[src/rtl/osd_cmd_pkg.sv]
// Shared types and constants for the OSD command sequencer.
package osd_cmd_pkg;

  typedef enum logic [2:0] {
    IDLE,
    SETUP,
    STB_H,
    STB_L,
    FIN,
    GAP_W
  } state_t;

  localparam int OSD_MAX_LEN = 5120;

  localparam logic [7:0] CMD_DISABLE  = 8'h40;
  localparam logic [7:0] CMD_ENABLE   = 8'h41;
  localparam logic [7:0] CMD_WRITE    = 8'h20;
  localparam logic [7:0] CMD_WRITE_HR = 8'h28;

  // The OSD receiver buffer holds at most OSD_MAX_LEN payload bytes.
  function automatic logic [12:0] clamp_len(input logic [12:0] len);
    return (len > 13'(OSD_MAX_LEN)) ? 13'(OSD_MAX_LEN) : len;
  endfunction

endpackage

[src/rtl/rr_arb2.sv]
// Two-way round-robin arbiter; the last-grant pointer only moves when a grant is accepted.
module rr_arb2 (
  input  logic       clk,
  input  logic       srst,
  input  logic [1:0] req,
  input  logic       accept,
  output logic [1:0] gnt
);

  logic last_reg;

  always_comb begin
    gnt = 2'b00;
    case (req)
      2'b01:   gnt = 2'b01;
      2'b10:   gnt = 2'b10;
      2'b11:   gnt = last_reg ? 2'b01 : 2'b10;
      default: gnt = 2'b00;
    endcase
  end

  // Pointer starts at 1 so requester 0 wins the first tie.
  always_ff @(posedge clk) begin
    if (srst) begin
      last_reg <= 1'b1;
    end else if (accept && (gnt != 2'b00)) begin
      last_reg <= gnt[1];
    end
  end

endmodule

[src/rtl/osd_cmd_sched.sv]
// Arbitrates two requesters and frames command + payload bytes onto the OSD strobe port.
module osd_cmd_sched
  import osd_cmd_pkg::*;
#(
  parameter int STROBE_HI = 1,
  parameter int STROBE_LO = 1,
  parameter int GAP       = 2
) (
  input  logic        clk_sys,
  input  logic        reset,
  input  logic [1:0]  req,
  input  logic [7:0]  cmd0,
  input  logic [7:0]  cmd1,
  input  logic [12:0] len0,
  input  logic [12:0] len1,
  input  logic [7:0]  dat0,
  input  logic [7:0]  dat1,
  output logic [1:0]  dat_ack,
  output logic [1:0]  gnt,
  output logic [1:0]  done,
  output logic        busy,
  output logic        io_osd,
  output logic        io_strobe,
  output logic [7:0]  io_din
);

  state_t      state_reg, state_next;
  logic [15:0] cnt_reg, cnt_next;
  logic [12:0] rem_reg, rem_next;
  logic        sel_reg, sel_next;
  logic        loaded_reg, loaded_next;
  logic [7:0]  din_reg, din_next;
  logic [1:0]  gnt_reg, gnt_next;
  logic [1:0]  ack_next, done_next;
  logic [1:0]  ack_reg, done_reg;
  logic        busy_reg, osd_reg, strobe_reg;
  logic [1:0]  arb_gnt;
  logic        arb_accept;

  assign arb_accept = (state_reg == IDLE) && (req != 2'b00);

  rr_arb2 u_arb (
    .clk    (clk_sys),
    .srst   (reset),
    .req    (req),
    .accept (arb_accept),
    .gnt    (arb_gnt)
  );

  always_comb begin
    state_next  = state_reg;
    cnt_next    = cnt_reg;
    rem_next    = rem_reg;
    sel_next    = sel_reg;
    loaded_next = loaded_reg;
    din_next    = din_reg;
    gnt_next    = gnt_reg;
    ack_next    = 2'b00;
    done_next   = 2'b00;
    case (state_reg)
      IDLE: begin
        if (req != 2'b00) begin
          sel_next   = arb_gnt[1];
          din_next   = arb_gnt[1] ? cmd1 : cmd0;
          rem_next   = clamp_len(arb_gnt[1] ? len1 : len0);
          gnt_next   = arb_gnt;
          state_next = SETUP;
        end
      end
      SETUP: begin
        state_next = STB_H;
        cnt_next   = 16'(STROBE_HI - 1);
      end
      STB_H: begin
        if (cnt_reg == '0) begin
          state_next = STB_L;
          cnt_next   = 16'(STROBE_LO - 1);
          // Next byte goes out at the start of the low phase so it settles before the next rise.
          if (rem_reg != '0) begin
            din_next          = sel_reg ? dat1 : dat0;
            ack_next[sel_reg] = 1'b1;
            rem_next          = rem_reg - 13'd1;
            loaded_next       = 1'b1;
          end else begin
            loaded_next = 1'b0;
          end
        end else begin
          cnt_next = cnt_reg - 16'd1;
        end
      end
      STB_L: begin
        if (cnt_reg == '0) begin
          if (loaded_reg) begin
            state_next = STB_H;
            cnt_next   = 16'(STROBE_HI - 1);
          end else begin
            state_next         = FIN;
            done_next[sel_reg] = 1'b1;
            gnt_next           = 2'b00;
          end
        end else begin
          cnt_next = cnt_reg - 16'd1;
        end
      end
      FIN: begin
        if (GAP <= 1) begin
          state_next = IDLE;
        end else begin
          state_next = GAP_W;
          cnt_next   = 16'(GAP - 2);
        end
      end
      GAP_W: begin
        if (cnt_reg == '0) begin
          state_next = IDLE;
        end else begin
          cnt_next = cnt_reg - 16'd1;
        end
      end
      default: state_next = IDLE;
    endcase
  end

  // Outputs are registered from the next state so they line up with the state they describe.
  always_ff @(posedge clk_sys) begin
    if (reset) begin
      state_reg  <= IDLE;
      cnt_reg    <= '0;
      rem_reg    <= '0;
      sel_reg    <= 1'b0;
      loaded_reg <= 1'b0;
      din_reg    <= '0;
      gnt_reg    <= '0;
      ack_reg    <= '0;
      done_reg   <= '0;
      busy_reg   <= 1'b0;
      osd_reg    <= 1'b0;
      strobe_reg <= 1'b0;
    end else begin
      state_reg  <= state_next;
      cnt_reg    <= cnt_next;
      rem_reg    <= rem_next;
      sel_reg    <= sel_next;
      loaded_reg <= loaded_next;
      din_reg    <= din_next;
      gnt_reg    <= gnt_next;
      ack_reg    <= ack_next;
      done_reg   <= done_next;
      busy_reg   <= (state_next != IDLE);
      osd_reg    <= (state_next == SETUP) || (state_next == STB_H) || (state_next == STB_L);
      strobe_reg <= (state_next == STB_H);
    end
  end

  assign dat_ack   = ack_reg;
  assign gnt       = gnt_reg;
  assign done      = done_reg;
  assign busy      = busy_reg;
  assign io_osd    = osd_reg;
  assign io_strobe = strobe_reg;
  assign io_din    = din_reg;

endmodule

[config.mk]
export PLATFORM = sky130hd
export DESIGN_NAME = osd_cmd_sched
export DESIGN_NICKNAME = d
export VERILOG_FILES = /design/src/rtl/osd_cmd_pkg.sv /design/src/rtl/rr_arb2.sv /design/src/rtl/osd_cmd_sched.sv
export SDC_FILE = /design/constraint.sdc
export NUM_CORES = 1
export LEC_CHECK = 0
export ABC_AREA = 1
export CORE_MARGIN = 8
export CORE_UTILIZATION = 35
export DETAILED_ROUTE_END_ITERATION = 6
export PLACE_DENSITY = 0.59
export SLEW_MARGIN = 40
export SYNTH_ARGS = -nofsm -noshare
export SYNTH_HDL_FRONTEND = slang
export SYNTH_HIERARCHICAL = 1
export SYNTH_SLANG_ARGS = --single-unit
export TNS_END_PERCENT = 5
[constraint.sdc]
create_clock -name clk_sys -period 3.5 [get_ports clk_sys]
set_input_delay 0.7 -clock clk_sys [delete_from_list [all_inputs] [get_ports clk_sys]]
set_output_delay 0.7 -clock clk_sys [all_outputs]
set_load 0.02 [all_outputs]
==> impl_metrics.py, run 1 <==
metrics = {
    "synthesis": {
        "synthTopCellsByArea": "dfxtp_1, nand2_1, inv_1",
        "syn_inst": 605,
        "yosysWarnings": 6,
        "yosys.cell_types.count": 37,
        "synth_top_area_cell": "dfxtp_1",
        "synth_area_um2": 3606,
        "ys_seq_area_share_pct": 28.87,
        "synthArstFlopShare_pct": 0,
        "syn_area_per_cell_um2": 5.960,
        "synth_top_area_share_pct": 28.87,
        "ys.flop_type": "dfxtp_1",
        "ys_seq_elements": 52,
        "synth-edff-count": 0,
        "syn_nets": 670,
    },
    "min_path": {
        "hp-class": "reg -> reg",
    },
    "final_layout": {
        "fillers": 1089,
        "final_cell_mix": "nand2_1, clkdlybuf4s50_1, inv_1, nor2_1, dfxtp_1",
        "final_common_cell": "nand2_1",
        "syn2layout_area_growth_pct": 26.68,
        "seq_area_um2": 1041,
        "final_nets": 741,
        "layout-drive-gt1-share_pct": 8.124,
        "design_area_um2": 4568,
        "final_core_util_pct": 44.85,
        "n_antenna_cell": 0,
        "multiInputGateArea_um2": 2143,
        "largest_reg_flops": 16,
    },
    "cts": {
        "clockRootBuffer": "clkbuf_8",
        "clk_path_buf_depth": 2,
        "clkTransAtPathRegs_ns": 0.11,
        "cts_resized": 0,
        "clkLatencyLatePin_ns": 0.32,
        "post_cts_buffers": 0,
        "numCtsBuffers": 5,
        "cts_sinks": 52,
        "cts_hold_buf": 0,
        "tritoncts": "built",
        "cts.htree.levels": 2,
    },
    "status": {
        "status": "completed",
    },
    "placement": {
        "place_congestion": 0.8095,
        "port_buffers": 78,
        "hpwl_um": 7757,
        "post_dp_cell_area_um2": 4472,
        "place_ws_ns": 0.7931,
    },
    "global_route": {
        "grt_pass1_vias": 3648,
        "antenna_found_initial": 0,
        "grt_max_degree": 28,
        "grt_pass1_wl_um": 17350,
        "track_usage_pct": 14.45,
        "grt_overflow_total": 0,
    },
    "timing": {
        "slew_headroom_pct": 64.60,
        "finalCritPeriodShare_pct": 68.19,
        "skew_ns": 0.01637,
        "fmax_mhz": 419.0,
        "fin_tns_setup_ns": 0,
        "finalMaxSlewViolations": 0,
        "worstMarginPinSlew_ns": 0.5304,
        "finalSetupViolations": 0,
        "min_period_ns": 2.387,
        "rsz0062_at_grt": "false",
        "fin_ws_ns": 1.114,
        "hold_viol": 0,
    },
    "setup_path": {
        "cp-end-kind": "flip-flop",
        "worstPathArrival_ns": 2.63,
        "critPathRequiredTime_ns": 3.74,
        "worstPathMaxFanout": 18,
        "startpoint_type": "input pin",
        "worstSetupPathType": "in -> reg",
    },
    "floorplan": {
        "core_um2": 10180,
        "rows": 37,
        "die_h_um": 117.5,
        "num_io_pins": 79,
        "start_util_pct": 35.41,
        "die_area_um2": 13810,
        "die_w_um": 117.5,
    },
    "detailed_routing": {
        "drc": 0,
        "dr.pass1.iters": 5,
        "avgRoutedWirePerCell_um": 12.31,
        "num_vias": 3810,
        "final_antenna_net_count": 0,
        "via_per_inst": 4.686,
        "first_iter_violations": 210,
        "totalWireLength_um": 10010,
    },
    "power": {
        "ir_worst_vdd_uv": 453.1,
        "p_leak_uw": 0.002237,
        "power_density_nw_per_um2": 862.4,
    },
    "flow_run": {
        "cap_violations": 0,
    },
}
==> cells in the mapped netlist, types with 4 or more instances <==
cell type  count
o21ai_0       16
nor3_1         4
nand4_1       12
nand2_2       10
buf_2          4
nor2_4         5
nand2_1      220
inv_1         75
dfxtp_1       52
clkbuf_1       8
nor2_1        68
nand3_1       30
a21oi_2        9
a21oi_1       40
inv_2          4
a21o_1         8
xor2_1         6
nor2_2         7
==> report_power, final <==
group | internal, uW | total, uW | switching, uW
logic | 910 | 2590 | 1680
registers | 806 | 983 | 177
clock network | 147 | 371 | 224
==> per-stage QoR <==
step                      instances  power [uW]  hold slack [ns]
after floorplan                 605        3021           0.4521
after global placement          805        3545           0.4518
after detailed placement        805        3572           0.4582
after CTS                       813        3959           0.4770
after global routing            813        4356           0.4947
final                           813        3940           0.4707
==> per-layer routing <==
metal	global-route usage, %	up-vias	wire length (um)	share of wire [%]
met4	3.363	0	88	0.88
li1	-	2020	-	-
met1	18.74	1698	4813	48
met2	24.69	86	4761	48
met5	0	-	0	0
met3	2.014	6	344	3.4
==> worst max-delay path, stage by stage <==
cell and delay (ns):
clkdlybuf4s50_1 0.52, a21boi_2 0.28, buf_4 0.25, nand2_1 0.07, o21ai_0 0.12, nand2_1 0.09, nor2_1 0.09, nand3_1 0.07
nand2_1 0.18, nand3_1 0.11, a21oi_1 0.14
==> cells by family (layout without fill, tap and decap cells) <==
logic type | count (synthesis) | count (layout) | share of synthesized area [%]
flip-flops | 52 | 52 | 28.87
adder cells (fa/ha/maj) | 3 | 3 | 1.041
buffers and inverters | 99 | 171 | 11.80
AND/OR/NAND/NOR | 365 | 365 | 43.75
XOR/XNOR | 7 | 7 | 1.700
AO/OA/AOI/OAI | 79 | 79 | 12.84
==> final cells by class <==
type                       instances  area share, %
sequential                        52          22.79
clock inverter                     3         0.6026
timing repair buffer              82          17.75
multi-input combinational        454          46.92
clock buffer                       5          1.506
inverter                          81          6.710
tap                              136          3.725
==> worst paths after layout <==
kind,from,end,slack [ns],cells after the start
worst max register to register,state_reg[1],rem_reg[3],1.15,10
worst max-delay path,req[1],rem_reg[2],1.11,11
worst min register to register,gnt[0],gnt[0],0.47,2
worst min-delay path,gnt[0],gnt[0],0.47,2
(Power assumes the default switching activity.)
==> inputs of run 2 (changes only) <==
PLACE_DENSITY = 0.61   (was 0.59)
clock period = 1.92 ns   (was 3.5 ns; I/O delays follow)
==> run 2 against run 1 <==
Clock skew about the same. Via count is 4.2% higher. Critical path type is now reg -> reg. First-iteration DRC count is 0.48% lower. Power is 97% higher. Largest power group unchanged. Clock power grew 110%. Highest routed layer unchanged. Non-clock buffer count up 33. Sequential cell count stayed put. Worst hold slack worse by 0.0014 ns. Register-to-register slack worse by 1.1 ns. Worst setup slack worse by 1.0 ns.
==> impl_metrics.py, run 2 (synthesized netlist as in run 1, its figures left out) <==
metrics = {
    "status": {
        "status": "completed",
    },
    "timing": {
        "slew_headroom_pct": 66.65,
        "fmax_mhz": 545.5,
        "hold_viol": 0,
        "skew_ns": 0.01633,
        "holdWs_ns": 0.4692,
        "rsz0062_at_grt": "true",
        "worstMarginPinSlew_ns": 0.4997,
        "finalCritPeriodShare_pct": 95.49,
        "finalMaxSlewViolations": 0,
        "finalSetupViolations": 0,
        "min_period_ns": 1.833,
        "fin_ws_ns": 0.08666,
    },
    "floorplan": {
        "die_w_um": 117.5,
        "rows": 37,
        "core_um2": 10180,
        "num_io_pins": 79,
        "start_util_pct": 35.41,
        "die_area_um2": 13810,
        "die_h_um": 117.5,
    },
    "global_route": {
        "grt_pass1_vias": 3861,
        "grt_max_degree": 28,
        "antenna_found_initial": 0,
        "track_usage_pct": 14.77,
        "grt_pass1_wl_um": 17630,
        "grt_overflow_total": 0,
    },
    "placement": {
        "place_ws_ns": -0.4093,
        "port_buffers": 78,
        "place_congestion": 0.8291,
        "hpwl_um": 7984,
    },
    "setup_path": {
        "crit_start": "cnt_reg[0]",
        "worstPathMaxFanout": 16,
        "worstPathArrival_ns": 2.06,
        "r2r_slack_ns": 0.09,
        "endpoint": "cnt_reg[11]",
        "critPathRequiredTime_ns": 2.14,
        "startpoint_type": "flip-flop",
        "cp-end-kind": "flip-flop",
        "worstSetupPathType": "reg -> reg",
        "rr_endpoint": "cnt_reg[11]",
        "r2r-start": "cnt_reg[0]",
        "r2r_cells": 14,
    },
    "final_layout": {
        "final_common_cell": "nand2_1",
        "final_cell_mix": "nand2_1, clkdlybuf4s50_1, inv_1, nor2_1, dfxtp_1",
        "syn2layout_area_growth_pct": 37.09,
        "final_core_util_pct": 48.54,
        "fillers": 1075,
        "n_antenna_cell": 0,
        "final_nets": 774,
        "largest_reg_flops": 16,
        "layout-drive-gt1-share_pct": 12.68,
    },
    "cts": {
        "tritoncts": "built",
        "cts_hold_buf": 0,
        "cts.htree.levels": 2,
        "numCtsBuffers": 5,
        "clkTransAtPathRegs_ns": 0.11,
        "clockRootBuffer": "clkbuf_8",
        "cts_sinks": 52,
        "clkLatencyLatePin_ns": 0.31,
        "clk_path_buf_depth": 2,
    },
    "detailed_routing": {
        "drc": 0,
        "num_vias": 3969,
        "avgRoutedWirePerCell_um": 12.11,
        "first_iter_violations": 209,
        "final_antenna_net_count": 0,
        "via_per_inst": 4.691,
        "dr.pass1.iters": 5,
        "totalWireLength_um": 10250,
    },
    "power": {
        "ir_worst_vdd_uv": 642.1,
        "power_density_nw_per_um2": 1569,
        "p_leak_uw": 0.002451,
        "finalPower_uw": 7758,
    },
    "min_path": {
        "hp-class": "reg -> reg",
    },
    "flow_run": {
        "cap_violations": 0,
    },
}
[run 2: stage by stage]
step / instances / cell area [um2] / TNS (ns)
final: 846 / 4943 / 0
after global routing: 846 / 4943 / -0.02434
after CTS: 846 / 4931 / 0
after detailed placement: 834 / 4727 / -5.857
after global placement: 834 / 4727 / -4.613
after floorplan: 605 / 3606 / 0
[run 2: repair_timing]
item,4_1_cts,5_1_grt
setup endpoints to repair,9,14
resized for setup,10,4
cloned,2,0
buffers inserted,2,0
pin swaps,1,2
[run 2: cell type report]
type,instances,area [um2],share of cell area [%]
timing repair buffer,115,1145,23.16
inverter,81,309.0,6.252
sequential,52,1041,21.06
clock buffer,5,68.82,1.392
clock inverter,3,46.29,0.9365
multi-input combinational,454,2163,43.76
tap,136,170.2,3.442
[run 2: worst max-delay path: stages (launching register included)]
cell and delay, ns:
dfxtp_1 0.35, inv_1 0.08, ha_1 0.18, inv_1 0.05, nor2_1 0.08, nand2_1 0.09, nor2_4 0.20, nand3_2 0.16
inv_1 0.13, nor2_4 0.05, buf_12 0.14, nand2_1 0.07, nand2_1 0.05, nand2_1 0.06, nor2_1 0.04
[run 2: worst min-delay path by stage]
stage,start,endpoint,slack (ns),cells after the start
final,gnt[0],gnt[0],0.47,2
after floorplan,cnt_reg[0],cnt_reg[0],0.45,2
after CTS,gnt[1],gnt[1],0.47,2
after detailed placement,gnt[1],gnt[1],0.46,2
after global placement,gnt[0],gnt[0],0.45,2
after global routing,gnt[0],gnt[0],0.50,2
[run 2: metal layers]
layer / share of wire [%] / vias to the layer above / track usage (%)
met3: 2.9 / 8 / 2.062
li1: - / 2090 / -
met5: 0 / - / 0
met1: 48 / 1802 / 18.71
met4: 1.2 / 0 / 3.763
met2: 48 / 69 / 25.65
[run 2: where the power goes]
part / leakage, uW / switching [uW] / internal [uW]
Combinational: 0.00197 / 3170 / 2010
Sequential: 0.000427 / 321 / 1470
Clock: 0.0000548 / 396 / 393
==> inputs of run 3 (changes only) <==
HOLD_SLACK_MARGIN = 0.03   (was default)
==> results of run 3 <==
Final layout, timing and power as in run 2 (identical DEF).
